--- config.mk ---
export PLATFORM = sky130hd
export DESIGN_NAME = sync_fifo_param
export DESIGN_NICKNAME = d
export VERILOG_FILES = /design/src/rtl/fifo_pkg.sv /design/src/rtl/fifo_mem.sv /design/src/rtl/sync_fifo_param.sv
export SDC_FILE = /design/constraint.sdc
export NUM_CORES = 1
export LEC_CHECK = 0
export CAP_MARGIN = 5
export CORE_MARGIN = 2
export CORE_UTILIZATION = 35
export CTS_BUF_LIST = sky130_fd_sc_hd__clkbuf_8 sky130_fd_sc_hd__clkbuf_16
export CTS_CLUSTER_SIZE = 28
export DETAILED_ROUTE_END_ITERATION = 10
export PLACE_DENSITY = 0.62
export SLEW_MARGIN = 20
export SYNTH_ARGS = -nofsm -noshare
export SYNTH_HDL_FRONTEND = slang
export SYNTH_SLANG_ARGS = --single-unit
--- constraint.sdc ---
create_clock -name clk -period 7.8 [get_ports clk]
set_clock_uncertainty 0.2 [all_clocks]
set_input_delay 1.56 -clock clk [delete_from_list [all_inputs] [get_ports clk]]
set_output_delay 1.56 -clock clk [all_outputs]
set_load 0.02 [all_outputs]
--- src/rtl/fifo_pkg.sv ---
// Shared definitions for the single-clock FIFO family: flag bundle, default sizes
// and the occupancy counter width.
package fifo_pkg;
  localparam int DEF_WIDTH = 8;
  localparam int DEF_DEPTH = 16;

  typedef struct packed {
    logic full;
    logic empty;
    logic almost_full;
    logic almost_empty;
    logic overflow;
    logic underflow;
  } fifo_status_t;

  // The count must represent 0..depth inclusive, hence one bit more than the pointer.
  function automatic int cnt_w(input int depth);
    return $clog2(depth) + 1;
  endfunction
endpackage

--- src/rtl/fifo_mem.sv ---
// DEPTH x WIDTH register array, one synchronous write port, one asynchronous read port.
module fifo_mem #(
  parameter int WIDTH = 8,
  parameter int DEPTH = 16,
  localparam int AW = $clog2(DEPTH)
) (
  input  logic             clk,
  input  logic             we,
  input  logic [AW-1:0]    waddr,
  input  logic [WIDTH-1:0] wdata,
  input  logic [AW-1:0]    raddr,
  output logic [WIDTH-1:0] rdata
);
  logic [DEPTH-1:0][WIDTH-1:0] mem;

  always_ff @(posedge clk)
    if (we) mem[waddr] <= wdata;

  // Async read sees the pre-edge contents, so a same-address write returns old data.
  assign rdata = mem[raddr];
endmodule

--- src/rtl/sync_fifo_param.sv ---
// Parametrised single-clock FIFO with occupancy count, almost thresholds and
// selectable standard / first-word-fall-through read mode.
module sync_fifo_param
  import fifo_pkg::*;
#(
  parameter int WIDTH     = DEF_WIDTH,
  parameter int DEPTH     = DEF_DEPTH,
  parameter int AF_THRESH = DEPTH - 2,
  parameter int AE_THRESH = 2,
  parameter int FWFT      = 0,
  localparam int AW = $clog2(DEPTH),
  localparam int CW = cnt_w(DEPTH)
) (
  input  logic             clk,
  input  logic             rst,
  input  logic             wr_en,
  input  logic [WIDTH-1:0] wdata,
  input  logic             rd_en,
  output logic [WIDTH-1:0] rdata,
  output logic             full,
  output logic             empty,
  output logic             almost_full,
  output logic             almost_empty,
  output logic [CW-1:0]    count,
  output logic             overflow,
  output logic             underflow
);
  logic [AW-1:0]    wr_ptr, rd_ptr;
  logic [CW-1:0]    cnt_q, cnt_nxt;
  logic [WIDTH-1:0] mem_rd;
  logic             wr_acc, rd_acc;
  fifo_status_t     st;

  assign rd_acc  = rd_en & ~st.empty;
  assign wr_acc  = wr_en & (~st.full | rd_acc);
  assign cnt_nxt = cnt_q + CW'(wr_acc) - CW'(rd_acc);

  fifo_mem #(.WIDTH(WIDTH), .DEPTH(DEPTH)) u_mem (
    .clk   (clk),
    .we    (wr_acc),
    .waddr (wr_ptr),
    .wdata (wdata),
    .raddr (rd_ptr),
    .rdata (mem_rd)
  );

  always_ff @(posedge clk) begin
    if (rst) begin
      wr_ptr <= '0;
      rd_ptr <= '0;
      cnt_q  <= '0;
      st     <= '{full: 1'b0, empty: 1'b1, almost_full: 1'b0, almost_empty: 1'b1,
                  overflow: 1'b0, underflow: 1'b0};
    end else begin
      if (wr_acc) wr_ptr <= wr_ptr + AW'(1);
      if (rd_acc) rd_ptr <= rd_ptr + AW'(1);
      cnt_q           <= cnt_nxt;
      st.full         <= (cnt_nxt == CW'(DEPTH));
      st.empty        <= (cnt_nxt == '0);
      st.almost_full  <= (cnt_nxt >= CW'(AF_THRESH));
      st.almost_empty <= (cnt_nxt <= CW'(AE_THRESH));
      st.overflow     <= wr_en & ~wr_acc;
      st.underflow    <= rd_en & ~rd_acc;
    end
  end

  generate
    if (FWFT != 0) begin : g_fwft
      // Head word is presented directly; zero while nothing is stored.
      assign rdata = st.empty ? '0 : mem_rd;
    end else begin : g_std
      logic [WIDTH-1:0] rdata_q;
      always_ff @(posedge clk) begin
        if (rst)         rdata_q <= '0;
        else if (rd_acc) rdata_q <= mem_rd;
      end
      assign rdata = rdata_q;
    end
  endgenerate

  assign count        = cnt_q;
  assign full         = st.full;
  assign empty        = st.empty;
  assign almost_full  = st.almost_full;
  assign almost_empty = st.almost_empty;
  assign overflow     = st.overflow;
  assign underflow    = st.underflow;
endmodule

## Word-level counts from Yosys, hierarchy flattened

Index checks and enable logic that the tools add are counted.

- Add/subtract/negate cells: 4
- $lt $le $gt $ge: 5
- Equality and inequality tests: 1
- Muxes and demuxes: 5
- Bitwise logic cells: 9
- Reductions and logical operators: 2

Operators by type and width:

| operator | number |
|---|---|
| $bwmux 128 | 1 |
| $bmux 8 s4 | 1 |
| $demux 8 s4 | 1 |
| $mux 8 | 2 |
| $lt 4x5->1 const B | 2 |
| $add 4x1->4 const B | 2 |
| $add 5x1->5 | 1 |
| $eq 5x5->1 const B | 1 |
| $ge 5x4->1 const B | 1 |
| $le 5x2->1 const B | 1 |
| $logic_not 5->1 | 1 |
| $sub 5x1->5 | 1 |
| $and 1x1->1 | 4 |
| $ge 4x1->1 const B | 1 |
| $not 1->1 | 4 |
| $logic_and 1x1->1 | 1 |
| $or 1x1->1 | 1 |

- Register bits: 155
- Input bits: 12
- Logic and storage cells: 52

## Depth between registers and ports, before layout

Gate-level depths: netlist of run 1.

- Depth in word-level cells: 7
- Gate-level depth with buffers: 11
- Gate-level depth less buffers: 11

## Modules after synthesis

A second synthesis of run 1 with hierarchy kept.

- Cells, all modules: 349
- Area, all modules: 6135.9 um^2

Modules (own cells, without submodules):

| module | times used | cells each | area each (um^2) | sequential area each (um^2) |
|---|---|---|---|---|
| fifo_mem | 1 | 226 | 5009.8 | 3843.7 |
| sync_fifo_param | 1 | 123 | 1126.1 | 540.5 |

## Worst setup path after synthesis of run 1

No wires, ideal clock.

- Path kind: input to register
- From: input rd_en
- To: register, netlist name almost_empty
- Library setup time: 116 ps
- Arrival: 3681 ps
- Data required time: 7484 ps
- Path slack: 3803 ps
- Stages: 11
- Buffers on the path: 0
- Path through: nand2b_1 -> a21oi_1 -> inv_1 -> ha_1 -> inv_1 -> ha_1 -> fa_1 -> a21o_1 -> a21oi_1 -> xnor2_1 -> a41o_1

- Word-level cells in the longest chain between the ends: 6

RTL lines:

| item | RTL line | source |
|---|---|---|
| from (decl) | sync_fifo_param.sv:18 | `input logic rd_en,` |
| $and 1x1->1 * | sync_fifo_param.sv:34 | `assign rd_acc = rd_en & ~st.empty;` |
| $or 1x1->1 | sync_fifo_param.sv:35 | `assign wr_acc = wr_en & (~st.full \| rd_acc);` |
| $and 1x1->1 | sync_fifo_param.sv:35 |  |
| $add 5x1->5 | sync_fifo_param.sv:36 | `assign cnt_nxt = cnt_q + CW'(wr_acc) - CW'(rd_acc);` |
| $sub 5x1->5 * | sync_fifo_param.sv:36 |  |
| $le 5x2->1 * | sync_fifo_param.sv:61 | `st.almost_empty <= (cnt_nxt <= CW'(AE_THRESH));` |

Every way passes the cells marked *; elsewhere a longest branch is shown, timed or not.
A chain may end at the register's enable or synchronous reset.

## Worst setup path in the final report of run 1

- From: input rd_en
- To: register, netlist name full

- Word-level cells in the longest chain between the ends: 6

RTL lines:

| item | RTL line | source |
|---|---|---|
| $and 1x1->1 * | sync_fifo_param.sv:34 |  |
| $or 1x1->1 | sync_fifo_param.sv:35 |  |
| $and 1x1->1 | sync_fifo_param.sv:35 |  |
| $add 5x1->5 | sync_fifo_param.sv:36 |  |
| $sub 5x1->5 * | sync_fifo_param.sv:36 |  |
| $eq 5x5->1 * | sync_fifo_param.sv:58 | `st.full <= (cnt_nxt == CW'(DEPTH));` |

Marked as above.

==> results of run 1 <==
## kinds of logic after synthesis
kind of cell    share of synthesized area
fa+ha+maj                          0.0237
mux                                 0.146
compound gates                     0.0325
buf+inv                            0.0241
xor+xnor                           0.0143
flops                               0.717
simple gates                       0.0424
## power groups by stage
| stage | Sequential (mW) | Clock (mW) | Combinational (mW) |
|---|---|---|---|
| finish | 0.983 | 0.779 | 0.383 |
| global route | 0.989 | 0.826 | 0.421 |
| CTS | 0.984 | 0.794 | 0.387 |
| detailed placement | 1.00 | 0 | 0.385 |
| global placement | 0.999 | 0 | 0.373 |
| floorplan | 1.02 | 0 | 0.227 |
## area by class of cell
type | count | area, um2 | share of cell area
sequential | 155 | 4390 | 0.609
multi-input combinational | 154 | 1600 | 0.222
clock buffer | 17 | 425 | 0.0591
timing repair buffer | 33 | 323 | 0.0448
tap | 225 | 282 | 0.0391
clock inverter | 15 | 136 | 0.0189
inverter | 13 | 48.8 | 0.00678
## state kept, by name, summed over array words and instances, names as in the netlist
signal	flops
almost_empty	1
almost_full	1
count	5
empty	1
full	1
overflow	1
rd_ptr	4
rdata	8
u_mem.mem	128
underflow	1
wr_ptr	4
## worst reg2reg max path: stages, from the launching register on
cell	delay, ns
dfxtp_1	0.33
nand2b_1	0.19
a21oi_1	0.48
inv_1	0.10
ha_1	0.29
inv_1	0.04
ha_1	0.21
fa_1	0.42
a21o_1	0.18
a21oi_1	0.18
xnor2_1	0.17
nor4bb_1	0.29
## layer usage
metal / routed length [um] / up-vias
met2: 5810 / 55
met4: 152 / 0
met5: 0 / -
met1: 5370 / 1607
met3: 423 / 10
li1: - / 1393
## path summary, 6_finish.rpt
check | cells after the start | slack [ns] | endpoint
max | 12 | 3.40 | full
min | 1 | 0.30 | rdata[6]
max reg2reg | 11 | 4.63 | full
min reg2reg | 1 | 0.30 | rdata[6]
## metrics by stage
| stage | hold WS [ns] | cell area, um2 | power [mW] |
|---|---|---|---|
| 2_1_floorplan | 0.292 | 6110 | 1.25 |
| 3_3_place_gp | 0.295 | 6640 | 1.37 |
| 3_5_place_dp | 0.294 | 6640 | 1.39 |
| 4_1_cts | 0.308 | 7200 | 2.16 |
| 5_1_grt | 0.330 | 7200 | 2.24 |
| 6_report | 0.304 | 7200 | 2.14 |
## cell usage in the layout (no fill, tap or decap), types with 2 or more instances in the layout
master / n
clkinv_2: 2
dfxtp_1: 26
xor2_1: 5
mux2i_1: 17
a21o_1: 2
clkdlybuf4s50_1: 30
nor4_1: 2
bufinv_16: 2
inv_6: 3
mux4_2: 24
edfxtp_1: 128
clkinv_4: 2
a2bb2oi_1: 7
nor2b_1: 2
mux2_2: 2
a21oi_1: 4
ha_1: 10
nand2b_1: 6
nand2_1: 11
and3_1: 2
a41o_1: 2
inv_1: 18
buf_4: 3
clkbuf_16: 17
mux4_1: 6
xnor2_1: 5
nor3_2: 4
o21ai_1: 7
nor2_1: 25
==> impl_metrics.sql, run 1 <==
INSERT INTO impl_metrics (metric_group, metric, value, unit) VALUES
('clocking', 'tritoncts_clock_tree', 'built', ''),
('worst_setup_path', 'cp_cell_sequence', 'clkdlybuf4s50_1 -> nand2b_1 -> a21oi_1 -> inv_1 -> ha_1 -> inv_1 -> ha_1 -> fa_1 -> a21o_1 -> a21oi_1 -> xnor2_1 -> nor4bb_1', ''),
('clocking', 'cts_setup_buffers', '0', ''),
('placement', 'pre_cts_slack', '2.99', 'ns'),
('grt', 'first_global_vias', '3216', ''),
('worst_setup_path', 'timing.setup.critical_path_class', 'input port to flip-flop', ''),
('pwr', 'power.ir.vdd_worst', '0.171', 'mV'),
('drt', 'final_antenna_net_count', '0', ''),
('synthesis', 'post-synth-top-area-fraction', '0.629', ''),
('drt', 'vias', '3065', ''),
('pwr', 'pwr_density_cell', '298', 'nW/um2'),
('drt', 'wl', '11800', 'um'),
('pwr', 'power.sequential.fraction', '0.458', ''),
('grt', 'grt_util_all_layers', '0.138', ''),
('cells_and_area', 'nFillCells', '1559', ''),
('cells_and_area', 'antenna_diode_instance_count', '0', ''),
('synthesis', 'cell_types_occupying_the_most_area_after_synthesis', 'edfxtp_1, dfxtp_1, mux4_2', ''),
('clocking', 'cts.clk_slew.worst_paths', '0.06', 'ns'),
('pwr', 'clockPowerShare', '0.363', ''),
('floorplan', 'floorplan.die_area', '18500', 'um2'),
('drt', 'routed_wire_length_per_instance', '19.2', 'um'),
('synthesis', 'synth_enable_flop_cells', '128', ''),
('drt', 'route.detailed.vias_per_inst', '5.01', ''),
('synthesis', 'yosys.cell_types.count', '40', ''),
('grt', 'pin_count_of_the_biggest_net_entering_global_routing', '38', ''),
('cells_and_area', 'stdcell_count', '612', ''),
('sta', 'count_of_final_setup_violators', '0', ''),
('synthesis', 'synth_area', '6110', 'um2'),
('pwr', 'leakage_power_total', '2.37', 'nW'),
('synthesis', 'seq_area_frac_synth', '0.717', ''),
('sta', 'tightest_slew', '1.07', 'ns'),
('cells_and_area', 'drive_above_1_share', '0.155', ''),
('worst_setup_path', 'worst_setup_path_start_kind', 'input port', ''),
('placement', 'detailedPlacementHpwl', '7290', 'um'),
('cells_and_area', 'final_nets', '397', ''),
('synthesis', 'number_of_synthesized_register_bits', '155', ''),
('synthesis', 'synth-async-reset-ratio', '0', ''),
('synthesis', 'yosys-top-cells-count', 'edfxtp_1, dfxtp_1, nor2_1, mux4_2, mux2i_1', ''),
('clocking', 'clk-insertion-delay-late', '0.41', 'ns'),
('floorplan', 'core_area', '17200', 'um2'),
('worst_setup_path', 'worstSetupEndpointType', 'flip-flop', ''),
('placement', 'place_congestion', '0.755', ''),
('floorplan', 'floorplan.rows', '48', ''),
('sta', 'timing.max_slew.rel_slack', '0.286', ''),
('clocking', 'clock_tree.buffer_depth', '2', ''),
('job', 'drv_cap', '0', ''),
('worst_setup_path', 'cp_data_required_time', '7.91', 'ns'),
('worst_setup_path', 'timing.rr.start', 'empty', ''),
('worst_setup_path', 'worstPathMaxFanout', '6', ''),
('clocking', 'cts_hold_fix_bufs', '0', ''),
('worst_setup_path', 'critical_path.slowest_cell', 'clkdlybuf4s50_1', ''),
('sta', 'min_period_over_period', '0.565', ''),
('drt', 'firstDrtPassIters', '4', ''),
('synthesis', 'syn_area_per_cell', '18.1', 'um2'),
('grt', 'use_met3', '0.0414', ''),
('synthesis', 'post-synth-top-area-cell', 'edfxtp_1', ''),
('floorplan', 'initial_utilization', '0.356', ''),
('sta', 'report.final.hold_viol_count', '0', ''),
('run_status', 'status', 'finished clean', ''),
('synthesis', 'gate_count_of_the_mapped_netlist', '337', ''),
('pwr', 'internal_power', '1.59', 'mW'),
('sta', 'timing.final.ws_setup', '3.40', 'ns'),
('synthesis', 'yosys_most_used_dff', 'edfxtp_1', ''),
('clocking', 'cell_at_the_root_of_the_clock_tree', 'clkbuf_16', ''),
('cells_and_area', 'synthesis_to_layout_area_growth', '17.8', '%'),
('grt', 'grt_overflow', '0', ''),
('clocking', 'cts.sink_count', '155', ''),
('sta', 'timing_max_transition_violations_final', '0', ''),
('synthesis', 'ys.warnings.count', '0', ''),
('sta', 'rsz0062_at_grt', 'false', ''),
('floorplan', 'design.portCount', '31', '');
No activity file was read; power rests on OpenSTA's default activity.
==> inputs of run 2 (changes only) <==
==> constraint.sdc (replaced) <==
create_clock -name clk -period 4.5 [get_ports clk]
set_clock_uncertainty 0.2 [all_clocks]
set_input_delay 0.9 -clock clk [delete_from_list [all_inputs] [get_ports clk]]
set_output_delay 0.9 -clock clk [all_outputs]
set_load 0.02 [all_outputs]
==> run 2 against run 1 <==
Effect of this change:
- global-route usage shrank 0.15 points
- setup slack lost 2.3 ns
- die area is the same
- combinational power is 71% higher
- sequential power up 74%
- non-clock buffer count is 9 higher
- critical path type unchanged
- critical endpoint is now almost_full
==> impl_metrics.sql, run 2 (synthesis gave the netlist of run 1 again) <==
INSERT INTO impl_metrics (metric_group, metric, value, unit) VALUES
('run_status', 'status', 'finished clean', ''),
('sta', 'fin_tns_setup', '0', 'ns'),
('drt', 'route.detailed.vias_per_inst', '4.90', ''),
('hold_path', 'timing.hold.worst.start', 'rdata[1]', ''),
('worst_setup_path', 'endpoint_of_the_worst_slack_reg_to_reg_timing_path', 'almost_full', ''),
('clocking', 'clk-insertion-delay-late', '0.41', 'ns'),
('floorplan', 'die_width', '136', 'um'),
('floorplan', 'die_height', '136', 'um'),
('drt', 'detail_route.drc_violations', '0', ''),
('worst_setup_path', 'worstSetupEndpointType', 'flip-flop', ''),
('grt', 'pin_count_of_the_biggest_net_entering_global_routing', '28', ''),
('drt', 'final_antenna_net_count', '0', ''),
('pwr', 'switching_power', '0.974', 'mW'),
('cells_and_area', 'most_common_cell_after_layout_fill_and_taps_aside', 'edfxtp_1', ''),
('pwr', 'clockPowerShare', '0.367', ''),
('cells_and_area', 'largest_register_ffs', '128', ''),
('pwr', 'leakage_power_total', '2.38', 'nW'),
('worst_setup_path', 'worstRegToRegCells', '12', ''),
('sta', 'timing.final.ws_setup', '1.05', 'ns'),
('worst_setup_path', 'cp_data_required_time', '4.56', 'ns'),
('floorplan', 'core_area', '17200', 'um2'),
('clocking', 'htree_num_levels', '4', ''),
('drt', 'routed_wire_length_per_instance', '18.6', 'um'),
('pwr', 'power.ir.vdd_worst', '0.344', 'mV'),
('cells_and_area', 'most-common-layout-cells', 'edfxtp_1, clkdlybuf4s50_1, dfxtp_1, nor2_1, mux4_2', ''),
('cells_and_area', 'nFillCells', '1536', ''),
('sta', 'report.final.hold_viol_count', '0', ''),
('sta', 'min_period', '3.45', 'ns'),
('cells_and_area', 'stdcell_count', '621', ''),
('cells_and_area', 'top_register', 'u_mem.mem', ''),
('clocking', 'cell_at_the_root_of_the_clock_tree', 'clkbuf_16', ''),
('drt', 'firstDrtPassIters', '5', ''),
('clocking', 'clock_tree.buffer_depth', '2', ''),
('placement', 'place_congestion', '0.736', ''),
('clocking', 'cts_hold_fix_bufs', '0', ''),
('grt', 'grt_util_all_layers', '0.136', ''),
('sta', 'min_period_over_period', '0.766', ''),
('pwr', 'power_frac_comb', '0.175', ''),
('sta', 'timing_max_transition_violations_final', '0', ''),
('placement', 'detailedPlacementHpwl', '7240', 'um'),
('cells_and_area', 'synthesis_to_layout_area_growth', '18.7', '%'),
('worst_setup_path', 'cp_cell_sequence', 'clkdlybuf4s50_1 -> nand2b_1 -> a21oi_1 -> buf_4 -> inv_1 -> ha_1 -> inv_1 -> ha_1 -> fa_1 -> a21o_1 -> a21oi_1 -> xnor2_1 -> o32ai_1', ''),
('worst_setup_path', 'largest_incremental_delay_on_the_critical_path', '0.49', 'ns'),
('grt', 'grt_antenna_before_repair', '0', ''),
('sta', 'timing.fmax', '290', 'MHz'),
('worst_setup_path', 'timing.setup.critical_path_class', 'input port to flip-flop', ''),
('floorplan', 'floorplan.die_area', '18500', 'um2'),
('worst_setup_path', 'worst_setup_path_start_kind', 'input port', ''),
('cells_and_area', 'antenna_diode_instance_count', '0', ''),
('floorplan', 'design.portCount', '31', ''),
('worst_setup_path', 'cp_num_buf_inv', '4', ''),
('grt', 'first_pass_grt_wire_length', '17900', 'um'),
('job', 'drv_cap', '0', ''),
('worst_setup_path', 'regToRegSetupSlack', '1.63', 'ns'),
('placement', 'portBuffers', '30', ''),
('clocking', 'cts_setup_buffers', '0', ''),
('cells_and_area', 'drive_above_1_share', '0.169', ''),
('sta', 'timing.max_slew.rel_slack', '0.334', ''),
('pwr', 'power.share.switching', '0.260', ''),
('hold_path', 'min_path_cells', '2', ''),
('sta', 'hold_slack', '0.308', 'ns'),
('sta', 'tightest_slew', '0.996', 'ns'),
('cells_and_area', 'final_nets', '406', ''),
('worst_setup_path', 'critical_path.slowest_cell', 'clkdlybuf4s50_1', ''),
('placement', 'dp_cell_count', '589', ''),
('clocking', 'cts.sink_count', '155', ''),
('clocking', 'number_of_buffers_inserted_during_clock_tree_synthesis', '17', ''),
('worst_setup_path', 'worst_setup_path_startpoint', 'rd_en', ''),
('placement', 'pre_cts_slack', '0.651', 'ns'),
('drt', 'vias', '3040', ''),
('floorplan', 'initial_utilization', '0.356', ''),
('pwr', 'pwr_density_cell', '516', 'nW/um2'),
('grt', 'first_global_vias', '3137', ''),
('worst_setup_path', 'worst_path_dominant_cell_family', 'adder cells', ''),
('hold_path', 'worstHoldEndpoint', 'rdata[1]', ''),
('drt', 'wl', '11600', 'um'),
('grt', 'grt_overflow', '0', ''),
('sta', 'rsz0062_at_grt', 'false', ''),
('drt', 'drt_iter0_markers', '255', ''),
('pwr', 'power.sequential.fraction', '0.458', ''),
('clocking', 'count_of_cells_resized_by_post_cts_repair', '0', ''),
('clocking', 'cts.clk_slew.worst_paths', '0.06', 'ns'),
('worst_setup_path', 'critical_path_arrival', '3.51', 'ns'),
('worst_setup_path', 'timing.rr.start', 'empty', ''),
('worst_setup_path', 'worstPathMaxFanout', '6', ''),
('sta', 'count_of_final_setup_violators', '0', ''),
('pwr', 'internal_power', '2.77', 'mW'),
('floorplan', 'floorplan.rows', '48', ''),
('hold_path', 'kind_of_path_behind_the_tightest_hold_check', 'flip-flop to flip-flop', ''),
('clocking', 'tritoncts_clock_tree', 'built', '');
## run 2: area by class of cell
class                           count  area [um2]  area share
Clock buffer                       17         425      0.0586
Clock inverter                     15         144      0.0198
Inverter                           13        48.8     0.00672
Multi-Input combinational cell    154        1580       0.218
Sequential cell                   155        4390       0.604
Tap cell                          225         282      0.0388
Timing Repair Buffer               42         390      0.0538
## run 2: worst max path at each step
stage | depth (start not counted) | to
4_1_cts | 13 | almost_full
5_1_grt | 13 | full
2_1_floorplan | 11 | almost_empty
3_5_place_dp | 13 | almost_full
3_3_place_gp | 13 | almost_full
6_report | 13 | almost_full
## run 2: power groups by stage
| stage | logic (mW) | clock network [mW] | registers, mW |
|---|---|---|---|
| floorplan | 0.394 | 0 | 1.77 |
| global placement | 0.646 | 0 | 1.74 |
| detailed placement | 0.657 | 0 | 1.74 |
| CTS | 0.662 | 1.40 | 1.71 |
| global route | 0.722 | 1.46 | 1.72 |
| finish | 0.655 | 1.37 | 1.71 |
## run 2: worst register-to-register path: cells and delay by family (launching register included)
kind | cells | cell delay [ns]
AO/OA/AOI/OAI | 4 | 0.67
flip-flops | 1 | 0.33
adder cells (fa/ha/maj) | 3 | 0.86
XOR/XNOR | 1 | 0.23
AND/OR/NAND/NOR | 1 | 0.20
buffers and inverters | 3 | 0.24
## run 2: through the flow
stage	total power [mW]	util	area, um2
after floorplan	2.17	-	6110
final	3.74	0.422	7260
after CTS	3.78	0.422	7260
after global placement	2.39	0.389	6690
after detailed placement	2.40	0.389	6690
after global routing	3.90	0.422	7260
## run 2: layer usage
layer  global-route usage  share of wire
met5                    0              0
met3               0.0444          0.039
met2                0.219           0.50
met1                0.174           0.45
met4               0.0480         0.0098
==> inputs of run 3 (changes only) <==
==> constraint.sdc (replaced) <==
create_clock -name clk -period 3.2 [get_ports clk]
set_clock_uncertainty 0.2 [all_clocks]
set_input_delay 0.64 -clock clk [delete_from_list [all_inputs] [get_ports clk]]
set_output_delay 0.64 -clock clk [all_outputs]
set_load 0.02 [all_outputs]
==> run 3 against run 2 <==
Effect of this change:
- routed wire length up 0.82%
- die area unchanged
- count of clock-buffer cells in the layout unchanged
- cell count up 2.1%
- largest cell class unchanged
- critical endpoint is now full
- via count up 1.7%
==> impl_metrics.sql, run 3 (synthesis gave the netlist of run 1 again) <==
INSERT INTO impl_metrics (metric_group, metric, value, unit) VALUES
('run_status', 'status', 'finished clean', ''),
('worst_setup_path', 'worstRegToRegCells', '11', ''),
('hold_path', 'worstHoldEndpoint', 'underflow', ''),
('sta', 'rsz0062_at_grt', 'false', ''),
('cells_and_area', 'most_common_cell_after_layout_fill_and_taps_aside', 'edfxtp_1', ''),
('worst_setup_path', 'timing.setup.critical_path_class', 'input port to flip-flop', ''),
('cells_and_area', 'largest_register_ffs', '128', ''),
('grt', 'grt_overflow', '0', ''),
('grt', 'first_pass_grt_wire_length', '18300', 'um'),
('drt', 'wl', '11600', 'um'),
('pwr', 'leakage_power_total', '2.45', 'nW'),
('worst_setup_path', 'worst_setup_path_startpoint', 'rd_en', ''),
('cells_and_area', 'drive_above_1_share', '0.191', ''),
('clocking', 'cts_setup_buffers', '0', ''),
('clocking', 'clk-insertion-delay-late', '0.42', 'ns'),
('sta', 'timing.fmax', '332', 'MHz'),
('sta', 'report.final.hold_viol_count', '0', ''),
('clocking', 'cts.sink_count', '155', ''),
('clocking', 'cell_at_the_root_of_the_clock_tree', 'clkbuf_16', ''),
('clocking', 'htree_num_levels', '4', ''),
('drt', 'final_antenna_net_count', '0', ''),
('sta', 'tightest_slew', '1.04', 'ns'),
('hold_path', 'kind_of_path_behind_the_tightest_hold_check', 'flip-flop to flip-flop', ''),
('cells_and_area', 'final_design_area_no_fill', '7330', 'um2'),
('cells_and_area', 'top_register', 'u_mem.mem', ''),
('worst_setup_path', 'worst_setup_path_start_kind', 'input port', ''),
('pwr', 'pwr_density_cell', '711', 'nW/um2'),
('sta', 'fin_tns_setup', '0', 'ns'),
('clocking', 'cts_hold_fix_bufs', '0', ''),
('drt', 'firstDrtPassIters', '4', ''),
('drt', 'route.detailed.vias_per_inst', '4.88', ''),
('placement', 'place_congestion', '0.747', ''),
('clocking', 'clock_tree.buffer_depth', '2', ''),
('worst_setup_path', 'critical_path_arrival', '3.13', 'ns'),
('job', 'drv_cap', '0', ''),
('sta', 'count_of_final_setup_violators', '0', ''),
('worst_setup_path', 'timing.rr.start', 'empty', ''),
('floorplan', 'initial_utilization', '0.356', ''),
('placement', 'pre_cts_slack', '-0.276', 'ns'),
('sta', 'min_period', '3.01', 'ns'),
('floorplan', 'die_width', '136', 'um'),
('drt', 'drt_iter0_markers', '304', ''),
('drt', 'vias', '3093', ''),
('sta', 'timing.final.ws_setup', '0.188', 'ns'),
('cells_and_area', 'final_core_util', '0.427', ''),
('drt', 'detail_route.drc_violations', '0', ''),
('sta', 'min_period_over_period', '0.941', ''),
('floorplan', 'core_area', '17200', 'um2'),
('hold_path', 'timing.hold.worst.start', 'empty', ''),
('worst_setup_path', 'worstPathMaxFanout', '5', ''),
('worst_setup_path', 'endpoint_of_the_worst_slack_reg_to_reg_timing_path', 'full', ''),
('sta', 'timing.max_slew.rel_slack', '0.301', ''),
('worst_setup_path', 'cp_data_required_time', '3.31', 'ns'),
('placement', 'dpl_cell_area', '6790', 'um2'),
('pwr', 'power.ir.vdd_worst', '0.437', 'mV'),
('grt', 'pin_count_of_the_biggest_net_entering_global_routing', '38', ''),
('floorplan', 'die_height', '136', 'um'),
('cells_and_area', 'antenna_diode_instance_count', '0', ''),
('drt', 'routed_wire_length_per_instance', '18.4', 'um'),
('cells_and_area', 'most-common-layout-cells', 'edfxtp_1, clkdlybuf4s50_1, dfxtp_1, nor2_1, buf_4', ''),
('floorplan', 'floorplan.die_area', '18500', 'um2'),
('floorplan', 'floorplan.rows', '48', ''),
('cells_and_area', 'synthesis_to_layout_area_growth', '20.0', '%'),
('floorplan', 'design.portCount', '31', ''),
('clocking', 'number_of_buffers_inserted_during_clock_tree_synthesis', '17', ''),
('cells_and_area', 'final_nets', '419', ''),
('worst_setup_path', 'worstSetupEndpointType', 'flip-flop', ''),
('clocking', 'tritoncts_clock_tree', 'built', ''),
('hold_path', 'min_path_cells', '1', ''),
('placement', 'detailedPlacementHpwl', '7490', 'um'),
('worst_setup_path', 'regToRegSetupSlack', '0.50', 'ns'),
('grt', 'first_global_vias', '3286', ''),
('placement', 'portBuffers', '30', ''),
('grt', 'grt_antenna_before_repair', '0', ''),
('grt', 'grt_util_all_layers', '0.138', ''),
('sta', 'timing_max_transition_violations_final', '0', ''),
('clocking', 'cts.clk_slew.worst_paths', '0.06', 'ns');
==> run 3: changes by cell type in the layout (fill, tap and decap cells not counted), sizes merged <==
| cell | delta |
|---|---|
| buf | +13 |
| bufinv | -1 |
| inv | +1 |
==> run 3: what timing repair did <==
action,CTS,global route
endpoints found under the hold margin,0,0
gates resized for setup,0,2
setup endpoints to repair,0,4
==> run 3: metrics by stage <==
stage	power [mW]	hold slack [ns]	cells
after floorplan	3.05	0.292	337
after global placement	3.42	0.296	602
after detailed placement	3.44	0.297	602
after CTS	5.25	0.307	634
after global routing	5.46	0.319	634
final	5.21	0.302	634
==> run 3: area by class of cell <==
| class | count | area (um2) |
|---|---|---|
| Multi-Input combinational cell | 154 | 1590 |
| Clock buffer | 17 | 425 |
| Sequential cell | 155 | 4390 |
| Tap cell | 225 | 282 |
| Fill cell | 1564 | 9840 |
| Inverter | 13 | 48.8 |
| Timing Repair Buffer | 55 | 488 |
| Clock inverter | 15 | 111 |
==> run 3: metal layers <==
metal / vias to the layer above / wire, um / track usage
met5: - / 0 / 0
li1: 1437 / - / -
met3: 4 / 816 / 0.0343
met4: 0 / 53 / 0.0521
met2: 90 / 5810 / 0.224
met1: 1562 / 4970 / 0.179
==> run 3: critical path, stage by stage <==
cell and delay (ns):
clkdlybuf4s50_1 0.49, nand2b_1 0.08, a21oi_1 0.20, inv_1 0.07, ha_1 0.27, inv_1 0.04, ha_1 0.20, fa_1 0.41
a21o_1 0.18, a21oi_2 0.17, xnor2_2 0.12, nor4bb_1 0.27
==> run 3: how the worst max path moves through the flow <==
stage | endpoint | slack (ns) | cells past startpoint
2_1_floorplan | almost_empty | 0.12 | 11
3_3_place_gp | almost_empty | -0.21 | 12
3_5_place_dp | full | -0.28 | 12
4_1_cts | full | 0.15 | 12
5_1_grt | full | 0.02 | 12
6_report | full | 0.19 | 12
==> run 3: report_power, final <==
group	switching, mW	internal (mW)	leakage, nW
clock network	0.752	1.05	0.272
registers	0.0905	2.32	1.38
logic	0.510	0.493	0.795
total	1.35	3.86	2.45
